<file path="src/rtl/truth_table_sweeper_pkg.sv">
// Shared types and constants for the truth-table sweeper: FSM encoding,
// default sizing and width helpers used by the top and its hold timer.
package sweep_pkg;

  typedef enum logic [1:0] {
    IDLE    = 2'd0,
    HOLD    = 2'd1,
    CAPTURE = 2'd2,
    DONE    = 2'd3
  } sweep_state_e;

  localparam int N_VARS_DEFAULT      = 4;
  localparam int HOLD_CYCLES_DEFAULT = 4;

  // Number of minterms (table width) for a given input count.
  function automatic int table_width(input int n_vars);
    return 1 << n_vars;
  endfunction

  // Hold counter width; never narrower than one bit.
  function automatic int hold_cnt_width(input int hold_cycles);
    return (hold_cycles > 2) ? $clog2(hold_cycles) : 1;
  endfunction

endpackage

</file>
<file path="src/rtl/truth_table_sweeper_hold_timer.sv">
// Loadable down-counter timing one minterm hold window; flags the first
// cycle after a load and the terminal count.
module hold_timer #(
  parameter int HOLD_CYCLES = 4,
  parameter int CW          = 2
) (
  input  logic clk,
  input  logic clr_n,
  input  logic load,
  input  logic en,
  output logic first,
  output logic tc
);

  localparam logic [CW-1:0] LOAD_VAL = CW'(HOLD_CYCLES - 1);

  logic [CW-1:0] count;

  always_ff @(posedge clk or negedge clr_n) begin
    if (!clr_n) begin
      count <= '0;
    end else if (load) begin
      count <= LOAD_VAL;
    end else if (en && !tc) begin
      count <= count - CW'(1);
    end
  end

  assign tc    = (count == '0);
  assign first = (count == LOAD_VAL);

endmodule

</file>
<file path="src/rtl/truth_table_sweeper.sv">
// Steps a 4-input stage through every minterm, holds each for HOLD_CYCLES
// clocks, records the stage's settled output and any in-window toggling.
module truth_table_sweeper
  import sweep_pkg::*;
#(
  parameter int N_VARS      = N_VARS_DEFAULT,
  parameter int HOLD_CYCLES = HOLD_CYCLES_DEFAULT
) (
  input  logic                              clk,
  input  logic                              clr_n,
  input  logic                              start,
  output logic [N_VARS-1:0]                 vars,
  input  logic                              q_in,
  output logic                              busy,
  output logic [table_width(N_VARS)-1:0]    table_q,
  output logic [table_width(N_VARS)-1:0]    toggled,
  output logic                              out_valid,
  input  logic                              out_ready,
  output sweep_state_e                      dbg_state
);

  localparam int                CW   = hold_cnt_width(HOLD_CYCLES);
  localparam logic [N_VARS-1:0] LAST = '1;

  // Result handshake: out_valid stays high with table_q/toggled frozen until
  // a cycle where out_ready is also high; that cycle transfers the result and
  // the FSM returns to IDLE. Valid never drops without ready.

  sweep_state_e state_q, state_d;
  logic         timer_load, timer_en, timer_first, timer_tc;
  logic         q_prev;
  logic         last_minterm;

  assign last_minterm = (vars == LAST);
  assign dbg_state    = state_q;

  hold_timer #(
    .HOLD_CYCLES (HOLD_CYCLES),
    .CW          (CW)
  ) u_hold_timer (
    .clk   (clk),
    .clr_n (clr_n),
    .load  (timer_load),
    .en    (timer_en),
    .first (timer_first),
    .tc    (timer_tc)
  );

  always_ff @(posedge clk or negedge clr_n) begin
    if (!clr_n) begin
      state_q <= IDLE;
    end else begin
      state_q <= state_d;
    end
  end

  always_comb begin
    state_d = state_q;
    unique case (state_q)
      IDLE:    if (start) state_d = HOLD;
      HOLD:    if (timer_tc) state_d = CAPTURE;
      CAPTURE: state_d = last_minterm ? DONE : HOLD;
      DONE:    if (out_ready) state_d = IDLE;
      default: state_d = IDLE;
    endcase
  end

  always_comb begin
    busy       = (state_q == HOLD) || (state_q == CAPTURE);
    out_valid  = (state_q == DONE);
    timer_load = ((state_q == IDLE) && start) || (state_q == CAPTURE);
    timer_en   = (state_q == HOLD);
  end

  // The first hold cycle still sees the previous minterm's transition, so
  // toggles are only counted from the second cycle onward.
  always_ff @(posedge clk or negedge clr_n) begin
    if (!clr_n) begin
      vars    <= '0;
      table_q <= '0;
      toggled <= '0;
      q_prev  <= 1'b0;
    end else begin
      q_prev <= q_in;
      unique case (state_q)
        IDLE: begin
          if (start) begin
            vars    <= '0;
            table_q <= '0;
            toggled <= '0;
          end
        end
        HOLD: begin
          if (!timer_first && (q_in != q_prev)) toggled[vars] <= 1'b1;
        end
        CAPTURE: begin
          table_q[vars] <= q_in;
          if (!last_minterm) vars <= vars + N_VARS'(1);
        end
        default: ;
      endcase
    end
  end

endmodule

</file>
<file path="config.mk">
export PLATFORM = sky130hd
export DESIGN_NAME = truth_table_sweeper
export DESIGN_NICKNAME = d
export VERILOG_FILES = /design/src/rtl/truth_table_sweeper_pkg.sv /design/src/rtl/truth_table_sweeper_hold_timer.sv /design/src/rtl/truth_table_sweeper.sv
export SDC_FILE = /design/constraint.sdc
export NUM_CORES = 1
export LEC_CHECK = 0
export ABC_AREA = 1
export CORE_ASPECT_RATIO = 1.2
export CORE_UTILIZATION = 25
export DETAILED_ROUTE_END_ITERATION = 12
export PLACE_DENSITY = 0.46
export SKIP_LAST_GASP = 1
export SYNTH_ARGS = -nofsm -noshare
export SYNTH_HDL_FRONTEND = slang
export SYNTH_SLANG_ARGS = --single-unit
</file>
<file path="constraint.sdc">
create_clock -name clk -period 2.5 [get_ports clk]
set_input_delay 0.75 -clock clk [delete_from_list [all_inputs] [get_ports clk]]
set_output_delay 0.75 -clock clk [all_outputs]
set_load 0.005 [all_outputs]
</file>
Word-level counts from Yosys, hierarchy flattened

Cells that the tools add are included.

Register bits after elaboration: 41
Output and inout port bits: 40
Word-level logic and storage cells: 56
Bits of input ports: 5

$add $sub $neg: 2
Eq/ne operators: 11
Multiplexer cells: 17
Magnitude comparators: 2
Bitwise logic cells: 1
Reductions and logical operators: 17

Operator list:

| cell                  | count |
|---|---|
| $pmux W16 S2          | 2 |
| $mux W16              | 2 |
| $bwmux W16            | 1 |
| $or A16 B16 Y16       | 1 |
| $mux W2               | 6 |
| $reduce_and A3 Y1     | 3 |
| $mux W4               | 2 |
| $ne A2 B2 Y1 const B  | 4 |
| $pmux W2 S4           | 1 |
| $pmux W4 S2           | 1 |
| $eq A2 B2 Y1 const B  | 3 |
| $reduce_bool A2 Y1    | 3 |
| $lt A4 B5 Y1 const B  | 1 |
| $add A4 B1 Y4 const B | 1 |
| $demux W1 S4          | 1 |
| $eq A4 B4 Y1 const B  | 1 |
| $ge A4 B1 Y1 const B  | 1 |
| $logic_and A1 B1 Y1   | 4 |
| $logic_not A2 Y1      | 2 |
| $eq A2 B1 Y1 const B  | 1 |
| $logic_not A1 Y1      | 2 |
| $logic_or A1 B1 Y1    | 2 |
| $ne A2 B1 Y1 const B  | 1 |
| $reduce_and A2 Y1     | 1 |
| 3 further kinds       | 3 |

Longest topological paths before layout

Gate-level depths: netlist of the first run.

Depth after elaboration: 7
Depth in mapped cells: 9
Depth with buffers taken out: 8

Modules after synthesis

A second synthesis of the first run with hierarchy kept.

Cell total of the unflattened synthesis: 315
Area total of the unflattened synthesis: 2392.3 µm²

Modules (own cells, without submodules):

| module              | cells each | instances | area an instance (µm²) | sequential area each (µm²) |
|---|---|---|---|---|
| truth_table_sweeper | 299        | 1         | 2267.2                 | 975.9 |
| hold_timer          | 16         | 1         | 125.1                  | 50.0 |

Worst setup path before layout of the first run

Ideal clock, no wire load.

Path kind: register to register
Start: reg state_q[0] (netlist: dbg_state[0])
End: reg toggled[11]
Data arrival time: 1507 ps
Slack: 876 ps
Stages on the path, launching flop included: 10
Path buffers: 1
Library setup time: 117 ps
Data required time: 2383 ps
Clock period less this slack: 1624 ps
Cells stage by stage: dfrtp_1 inv_1 ha_1 nand2_2 inv_2 a21oi_4 nand2_4 buf_6 nand2_1 nand2_1

Cells in the longest elaborated chain, start to end: 3
Elaborated cells between the ends (all ways): 7
Those cells by class: eq/ne: 3; mux: 1; reduce/logical: 3

RTL lines:

| what                                                                       | RTL line                  | RTL |
|---|---|---|
| start, declared                                                            | truth_table_sweeper.sv:29 | `sweep_state_e state_q, state_d;` |
| start signal, assigned                                                     | truth_table_sweeper.sv:53 | `state_q <= state_d;` |
| $eq A2 B1 Y1 / $logic_not A2 Y1 (equally long branches)                    | truth_table_sweeper.sv:85 | `unique case (state_q)` |
| $ne A2 B2 Y1 (no source line) / $reduce_bool A2 Y1 (equally long branches) | n/a                       |  |
| $reduce_and A3 Y1 (no source line)                                         | n/a                       |  |
| end signal, assigned                                                       | truth_table_sweeper.sv:81 | `toggled <= '0;` |
| end signal, assigned                                                       | truth_table_sweeper.sv:90 | `toggled <= '0;` |
| end signal, assigned by index                                              | truth_table_sweeper.sv:94 | `if (!timer_first && (q_in != q_prev)) toggled[vars] <= 1'b1;` |
| end, declared                                                              | truth_table_sweeper.sv:16 | `output logic [table_width(N_VARS)-1:0] toggled,` |

Several ways; a longest one is shown, not always the timed one.
A chain may end at the register's enable or synchronous reset.

Worst setup path after layout of the first run

Start: reg state_q[1] (netlist: dbg_state[1])
End: out busy

Cells in the longest elaborated chain, start to end: 2
Elaborated cells between the ends (all ways): 3
Those cells by class: eq/ne: 2; reduce/logical: 1

RTL lines:

| what                                                | RTL line                  | RTL |
|---|---|---|
| $eq A2 B1 Y1 / $eq A2 B2 Y1 (equally long branches) | truth_table_sweeper.sv:69 | `busy = (state_q == HOLD) \|\| (state_q == CAPTURE);` |
| $logic_or A1 B1 Y1 *                                | truth_table_sweeper.sv:69 |  |
| end, declared                                       | truth_table_sweeper.sv:14 | `output logic busy,` |

Mark *: on every way between the ends. The rest lies on a longest branch, timed or not.

==> results_dict.tcl, run 1 <==
set metrics [dict create \
    status "completed" \
    grt_pass1_wl_um 10400 \
    die_h_um 107 \
    antenna_found_initial 0 \
    fin_setup_tns_ps 0 \
    final_cell_mix "nand2_1, inv_1, clkdlybuf4s50_1" \
    crit_path_end "busy" \
    ir_drop_uv 390 \
    avgSynthCellArea_sq_um 7.56 \
    syn-num-nets 323 \
    slew_headroom_pct 63.5 \
    fin_util_pct 33.4 \
    hp-class "input pin to async pin" \
    finalSetupViolations 0 \
    synth_cell_types 21 \
    cts_hold_buf 0 \
    cts_tree "yes" \
    hold_viol 0 \
    yosys_register_bits 41 \
    placementRows 38 \
    drive_gt1_share_pct 7.30 \
    gr-total-overflow 0 \
    routed_via_density 4.34 \
    powerDensity_nw_per_um2 790 \
    grtUsageTotal_pct 14.2 \
    worstPathArrival_ps 1660 \
    numCtsBuffers 5 \
    worst_pin_slew_ps 547 \
    worst-path-max-fanout 6 \
    initial_utilization_pct 25.7 \
    ys_warn_count 0 \
    grt_max_degree 23 \
    cts_setup_buffers 0 \
    routedWlPerCell_um 12.8 \
    cts_root_buffer "clkbuf_8" \
    r2r_start "dbg_state[1]" \
    holdWs_ps 427 \
    end_kind "output port" \
    grt_pass1_vias 2144 \
    core_sq_um 8990 \
    clk_pin_slew_ps 80 \
    wl_um 6080 \
    dieArea_sq_um 9610 \
    dp.cells 468 \
    worstSetupPathType "flop to output port" \
    seq_area_frac_synth_pct 44.5 \
    vias 2067 \
    clkSinkCount 41 \
    port_buffers 44 \
    dp_hpwl_um 4500 \
    htreeDepth 2 \
    reg2reg_slack_ps 650 \
    finalCritPeriodShare_pct 96.5 \
    skew_ps 11.5 \
    rr_worst_depth 7 \
    netlist_area_sq_um 2310 \
    cp-start-kind "flop" \
    drt_first_iter_violations 141 \
    antenna_left 0 \
    rr_endpoint "table_q[11]" \
    diodes 0 \
    drv_slew 0 \
    syn_to_final_growth_pct 30.1 \
    io_pins 45 \
    synth_cells 305 \
    fillers 932 \
    fin_nets 373 \
    rsz0062_at_grt "false" \
    startpoint "dbg_state[1]" \
    leakage_nw 1.49 \
    max_freq_ghz 0.414 \
    cts_buffer_depth 2 \
    fin_crit_ps 2410 \
    die_w_um 89.7 \
    fin_cells 476 \
    drc 0 \
    worst_ep_required_time_ps 1750 \
    p_total_mw 2.37 \
    globalplace.congestion 0.792 \
    final_common_cell "nand2_1" \
    drt_pre_antenna_iters 4 \
    clk_latency_ps 300 \
    drv_cap 0 \
]
## repair_timing
action                                  CTS  global route
endpoints found under the setup margin    0             1
resized for setup                         0             1
hold endpoints to repair                  0             0
## per-layer routing
layer	GRT usage, %	vias to the layer above	share of wire, %
met5	0	-	0
met4	4.54	0	2.0
met3	2.08	10	3.6
met2	24.5	47	50
met1	17.9	951	45
li1	-	1059	-
## synthesized netlist by cell type
cell type,number,area [sq um]
inv_2,3,11.3
a21oi_4,1,16.3
inv_1,47,176
nand3_1,35,175
dfrtp_1,41,1030
buf_6,3,33.8
buf_4,1,7.51
nand2_2,3,18.8
o21ai_0,21,105
o21ai_2,1,8.76
nand2_1,99,372
o2111ai_1,1,8.76
nor2_1,6,22.5
nand3b_1,1,7.51
nand2_4,1,11.3
ha_1,13,163
clkbuf_1,1,3.75
buf_2,3,15.0
nand4_1,4,25.0
a21oi_1,19,95.1
clkinv_1,1,3.75
## flip-flops by register name, indices dropped and copies added (netlist names)
| name | cells |
|---|---|
| u_hold_timer.count | 2 |
| q_prev | 1 |
| table_q | 16 |
| toggled | 16 |
| dbg_state | 2 |
| vars | 4 |
## stage by stage
| stage | setup WS [ps] | cell area (sq um) |
|---|---|---|
| after global placement | 271 | 2900 |
| after CTS | 28.9 | 3000 |
| after floorplan | 876 | 2310 |
| after detailed placement | 287 | 2900 |
| final | 87.0 | 3000 |
| after global routing | 5.63 | 3000 |
## final cells by class
cell class / instances / area, sq um / share of cell area (%)
multi-input cells: 205 / 1030 / 34.3
repair buffers: 51 / 500 / 16.7
inverters: 51 / 191 / 6.38
flip-flops and latches: 41 / 1030 / 34.3
clock buffers: 7 / 96.3 / 3.21
clock inverters: 1 / 5.00 / 0.167
well taps: 120 / 150 / 5.01
## power breakdown
part / switching (mW) / internal, mW
Combinational: 0.678 / 0.399
Clock: 0.245 / 0.250
Sequential: 0.0686 / 0.728
Total: 0.992 / 1.38
## logic make-up after synthesis
logic type | Yosys count | synth area share, %
AO/OA/AOI/OAI | 43 | 10.1
adder cells (fa/ha/maj) | 13 | 7.05
buffers and inverters | 59 | 10.9
flip-flops | 41 | 44.5
AND/OR/NAND/NOR | 149 | 27.4
## worst max-delay path, cell delays in order (launching register included)
cell and delay, ps:
dfrtp_1 440, inv_1 140, ha_1 300, clkdlybuf4s50_1 490
## worst min-delay path by stage
| stage | endpoint | slack, ps | depth (start not counted) |
|---|---|---|---|
| floorplan | dbg_state[0] | 450 | 0 |
| detailed placement | table_q[4] | 460 | 2 |
| CTS | dbg_state[1] | 440 | 1 |
| finish | dbg_state[1] | 430 | 1 |
| global placement | table_q[0] | 460 | 2 |
| global route | dbg_state[1] | 460 | 1 |
No activity file was read; power rests on OpenSTA's default activity.
==> inputs of run 2 (changes only) <==
--- a/config.mk
+++ b/config.mk
@@ -9,7 +9,8 @@
 export CORE_ASPECT_RATIO = 1.2
 export CORE_UTILIZATION = 25
 export DETAILED_ROUTE_END_ITERATION = 12
-export PLACE_DENSITY = 0.46
+export PLACE_DENSITY = 0.48
+export RECOVER_POWER = 100
 export SKIP_LAST_GASP = 1
 export SYNTH_ARGS = -nofsm -noshare
 export SYNTH_HDL_FRONTEND = slang
==> run 2 against run 1 <==
Effect of this change: the flow now finishes with violations (DRC); total power fell by 6.4%; hold slack improved by 45 ps; count of clock-buffer cells in the layout is 1 lower; non-clock buffer count fell by 1; critical path depth is the same; critical path type unchanged.
==> results_dict.tcl, run 2 (synthesis gave the netlist of run 1 again) <==
set metrics [dict create \
    status "finished, violations left" \
    violations "DRC" \
    leakage_nw 1.59 \
    end_kind "output port" \
    clk_pin_slew_ps 80 \
    fillers 972 \
    numCtsBuffers 5 \
    drive_gt1_share_pct 5.63 \
    drv_slew 0 \
    clk_latency_ps 290 \
    core_sq_um 8990 \
    p_int_mw 1.26 \
    rsz0062_at_grt "false" \
    drv_cap 0 \
    fin_cells 475 \
    placementRows 38 \
    dp.cells 467 \
    wl_um 5910 \
    grt_max_degree 22 \
    worstSetupPathType "flop to output port" \
    antenna_found_initial 0 \
    vias 2041 \
    dp_hpwl_um 4440 \
    final_cell_mix "nand2_1, inv_1, dlygate4sd3_1" \
    drt_pre_antenna_iters 8 \
    hold_viol 0 \
    hp-class "flop to flop" \
    dieArea_sq_um 9610 \
    min_path_cells 2 \
    max_freq_ghz 0.421 \
    pwr-share-seq_pct 36.0 \
    finalCritPeriodShare_pct 95.1 \
    antenna_left 0 \
    holdWs_ps 472 \
    port_buffers 44 \
    slew_headroom_pct 21.0 \
    p_comb_share_pct 44.6 \
    worstPathArrival_ps 1630 \
    cts_tree "yes" \
    fin_nets 372 \
    gr-total-overflow 0 \
    final_common_cell "nand2_1" \
    globalplace.congestion 0.781 \
    worst-path-max-fanout 7 \
    drc 1 \
    skew_ps 5.44 \
    fin_crit_ps 2380 \
    top_regs "table_q (16), toggled (16), vars (4)" \
    grt_pass1_vias 1911 \
    drt_first_iter_violations 101 \
    die_w_um 89.7 \
    placed_area_sq_um 2890 \
    diodes 0 \
    switching_power_mw 0.959 \
    routed_via_density 4.30 \
    die_h_um 107 \
    p_sw_share_pct 43.3 \
    cp-start-kind "flop" \
    worst_pin_slew_ps 1190 \
    fin_setup_tns_ps 0 \
    finalSetupViolations 0 \
    cts_root_buffer "clkbuf_8" \
    routedWlPerCell_um 12.4 \
    cts_buffer_depth 2 \
    fin_area_sq_um 2940 \
    worst_ep_required_time_ps 1750 \
    powerDensity_nw_per_um2 754 \
    initial_utilization_pct 25.7 \
    cts_setup_buffers 0 \
    rr_worst_depth 8 \
    io_pins 45 \
    clkSinkCount 41 \
    ir_drop_uv 374 \
    htreeDepth 2 \
    grt_pass1_wl_um 9680 \
    p_total_mw 2.22 \
    syn_to_final_growth_pct 27.5 \
    grtUsageTotal_pct 13.5 \
    p_clk_share_pct 19.4 \
]
==> run 2: changes by cell type in the layout (fill, tap and decap cells not counted), moves of 2 or more <==
cell	delta
clkdlybuf4s50_1	-41
dlygate4sd3_1	+41
clkbuf_1	+3
buf_4	-2
clkbuf_8	-2
nand2_1	+2
==> run 2: worst paths after layout <==
path                                   start     endpoint  slack (ps)
worst max-delay path            dbg_state[0]         busy         120
worst min-delay path             table_q[10]  table_q[10]         470
worst max register to register  dbg_state[1]  table_q[11]         360
worst min register to register   table_q[10]  table_q[10]         470
max in group asynchronous              clr_n  toggled[13]         670
min in group asynchronous              clr_n   table_q[9]         670
==> run 2: layout make-up <==
type	instances	area (sq um)	share of cell area, %
clock buffer	6	72.6	2.47
clock inverter	2	10.0	0.340
inverter	51	191	6.51
multi-input combinational	205	1010	34.5
sequential	41	1030	35.0
tap	120	150	5.11
timing repair buffer	50	473	16.1
==> run 2: metal layers <==
layer	GRT usage (%)	wire length (um)	up-vias
li1	-	-	1057
met1	17.6	2740	927
met2	21.8	2790	47
met3	2.54	234	10
met4	5.10	147	0
met5	0	0	-
==> run 2: timing repair <==
item,CTS,global route
endpoints found under the setup margin,0,1
endpoints found under the hold margin,0,0
hold buffers,0,0
gates resized for setup,0,2
==> run 2: worst max-delay path: stages, from the launching register on <==
cell and delay [ps]:
dfrtp_2 440, inv_1 110, ha_1 290, clkdlybuf4s50_1 500
==> run 2: power by group through the flow <==
stage                     Combinational (mW)  Clock (mW)  Sequential [mW]
final                                  0.988       0.430            0.798
after global routing                    1.14       0.475            0.814
after CTS                               1.06       0.453            0.798
after detailed placement                1.05           0            0.811
after global placement                  1.04           0            0.809
after floorplan                        0.751           0            0.799
==> run 2: stage by stage <==
stage	setup WS, ps	utilization (%)
final	122	32.7
after floorplan	876	-
after global placement	273	32.1
after global routing	14.6	32.7
after CTS	15.2	33.1
after detailed placement	281	32.1
==> inputs of run 3 (changes only) <==
--- a/config.mk
+++ b/config.mk
@@ -9,7 +9,7 @@
 export CORE_ASPECT_RATIO = 1.2
 export CORE_UTILIZATION = 25
 export DETAILED_ROUTE_END_ITERATION = 12
-export PLACE_DENSITY = 0.48
+export PLACE_DENSITY = 0.49
 export RECOVER_POWER = 100
 export SKIP_LAST_GASP = 1
 export SYNTH_ARGS = -nofsm -noshare
==> constraint.sdc (replaced) <==
create_clock -name clk -period 2 [get_ports clk]
set_input_delay 0.6 -clock clk [delete_from_list [all_inputs] [get_ports clk]]
set_output_delay 0.6 -clock clk [all_outputs]
set_load 0.005 [all_outputs]
==> run 3 against run 2 <==
Effect of this change: the flow now finishes without violations; via count grew 2.4%; non-clock buffer count grew 8; clock skew grew 1.3 ps; combinational power grew 38%; flip-flop and latch count is the same; register-to-register slack lost 130 ps; clock power grew 61%; highest routed layer unchanged; sequential share of layout area shrank 1.2 points.
==> results_dict.tcl, run 3 (synthesis gave the netlist of run 1 again) <==
set metrics [dict create \
    drv_slew 0 \
    pwr-share-seq_pct 32.1 \
    syn_to_final_growth_pct 31.7 \
    io_pins 45 \
    drive_gt1_share_pct 8.26 \
    placementRows 38 \
    switching_power_mw 1.23 \
    critical-path-top-delay-family "buffers and inverters" \
    p_clk_share_pct 22.9 \
    grt_max_degree 42 \
    fillers 961 \
    p_int_mw 1.78 \
    port_buffers 44 \
    drt_first_iter_violations 116 \
    grt_pass1_wl_um 9650 \
    worst_pin_slew_ps 1070 \
    grt_pass1_vias 1934 \
    finalSetupViolations 0 \
    r2r_start "dbg_state[1]" \
    reg2reg_slack_ps 230 \
    cts_tree "yes" \
    ff_latch_area_sq_um 1030 \
    rsz0062_at_grt "false" \
    min-delay-start "table_q[3]" \
    met2_usage_pct 22.5 \
    gr-usage-met3_pct 3.08 \
    drv_cap 0 \
    multi_input_area_sq_um 1030 \
    critPathMaxStageDelay_ps 550 \
    hold_viol 0 \
    final_cell_mix "nand2_1, inv_1, dfrtp_1" \
    numCtsBuffers 5 \
    worst_ep_required_time_ps 1400 \
    grt.busiest_layer "met2" \
    gr-total-overflow 0 \
    grtUsageTotal_pct 13.4 \
    antenna_left 0 \
    grt_util_met1_pct 17.0 \
    clk_pin_slew_ps 80 \
    drt_pre_antenna_iters 4 \
    slew_headroom_pct 28.5 \
    fin_setup_tns_ps 0 \
    worstSetupPathType "flop to output port" \
    dp_hpwl_um 4460 \
    finalCritPeriodShare_pct 96.9 \
    final_common_cell "nand2_1" \
    routed_via_density 4.33 \
    dieArea_sq_um 9610 \
    clk_latency_ps 290 \
    cp-start-kind "flop" \
    top_regs "table_q (16), toggled (16), vars (4)" \
    antenna_found_initial 0 \
    path_depth 1 \
    fin_util_pct 33.8 \
    status "completed" \
    skew_ps 6.72 \
    vias 2090 \
    diodes 0 \
    hp-class "flop to flop" \
    whs_endpoint "table_q[3]" \
    worst-path-max-fanout 7 \
    leakage_nw 1.65 \
    htreeDepth 2 \
    cts_hold_buf 0 \
    cp_num_buf_inv 1 \
    ir_drop_uv 603 \
    routedWlPerCell_um 12.3 \
    cts_buffer_depth 2 \
    p_sw_share_pct 40.9 \
    max_freq_ghz 0.516 \
    wl_um 5960 \
    cp_slowest_cell "clkdlybuf4s50_1" \
    drc 0 \
    end_kind "output port" \
    p_comb_share_pct 45.0 \
    initial_utilization_pct 25.7 \
    fin_nets 380 \
    die_w_um 89.7 \
    rr_worst_depth 7 \
    worstPathArrival_ps 1340 \
    min_path_cells 2 \
    rr_endpoint "table_q[2]" \
    path_cells "clkdlybuf4s50_1" \
    core_sq_um 8990 \
    powerDensity_nw_per_um2 993 \
    globalplace.congestion 0.837 \
    die_h_um 107 \
    cts_root_buffer "clkbuf_8" \
    fin_crit_ps 1940 \
    clkSinkCount 41 \
]
-- run 3: cell count changes in the layout (fill, tap and decap cells not counted), sizes merged, moves of 2 or more --
cell	change
clkinv	-2
clkdlybuf4s50	+3
dlygate4sd3	-5
buf	+8
-- run 3: routing by layer --
metal / wire length, um / vias up / share of wire, %
li1: - / 1078 / -
met1: 2700 / 957 / 45
met2: 2940 / 49 / 49
met3: 261 / 6 / 4.4
met4: 66 / 0 / 1.1
met5: 0 / - / 0
-- run 3: worst reg2reg max path: cells and delay by family, from the launching register on --
| kind | cells | cell delay, ps |
|---|---|---|
| simple gates | 2 | 140 |
| flops | 1 | 350 |
| fa+ha+maj | 1 | 190 |
| compound gates | 2 | 740 |
| buf+inv | 2 | 260 |
-- run 3: power groups by stage --
stage / Combinational (mW) / Sequential (mW) / Clock (mW)
CTS: 1.43 / 0.975 / 0.714
global placement: 1.42 / 0.987 / 0
floorplan: 0.938 / 0.998 / 0
finish: 1.36 / 0.970 / 0.691
global route: 1.54 / 0.983 / 0.750
detailed placement: 1.43 / 0.988 / 0
-- run 3: cell type report --
| cell class | count | area share [%] |
|---|---|---|
| Sequential cell | 41 | 33.8 |
| Clock buffer | 7 | 2.84 |
| Timing Repair Buffer | 58 | 17.4 |
| Inverter | 51 | 6.30 |
| Tap cell | 120 | 4.94 |
| Clock inverter | 1 | 0.988 |
| Multi-Input combinational cell | 205 | 33.8 |
-- run 3: how the worst max path moves through the flow --
stage / start / endpoint / slack (ps)
finish: vars[0] / vars[0] / 60
global route: start / toggled[4] / 6
CTS: dbg_state[1] / busy / -90
detailed placement: q_in / toggled[13] / -30
global placement: q_in / toggled[2] / -20
floorplan: dbg_state[0] / toggled[11] / 380
-- run 3: timing repair --
item / CTS / global route
endpoints found under the setup margin: 2 / 1
setup buffers: 0 / 0
resized for setup: 3 / 1
-- run 3: metrics by stage --
step | hold slack, ps | cells | cell area, sq um | setup WS [ps] | power [mW]
2_1_floorplan | 304 | 305 | 2310 | 376 | 1.94
3_3_place_gp | 465 | 475 | 2940 | -19.4 | 2.41
3_5_place_dp | 462 | 475 | 2940 | -34.8 | 2.42
4_1_cts | 393 | 483 | 3050 | -91.2 | 3.12
5_1_grt | 498 | 483 | 3040 | 5.61 | 3.27
6_report | 472 | 483 | 3040 | 62.6 | 3.02
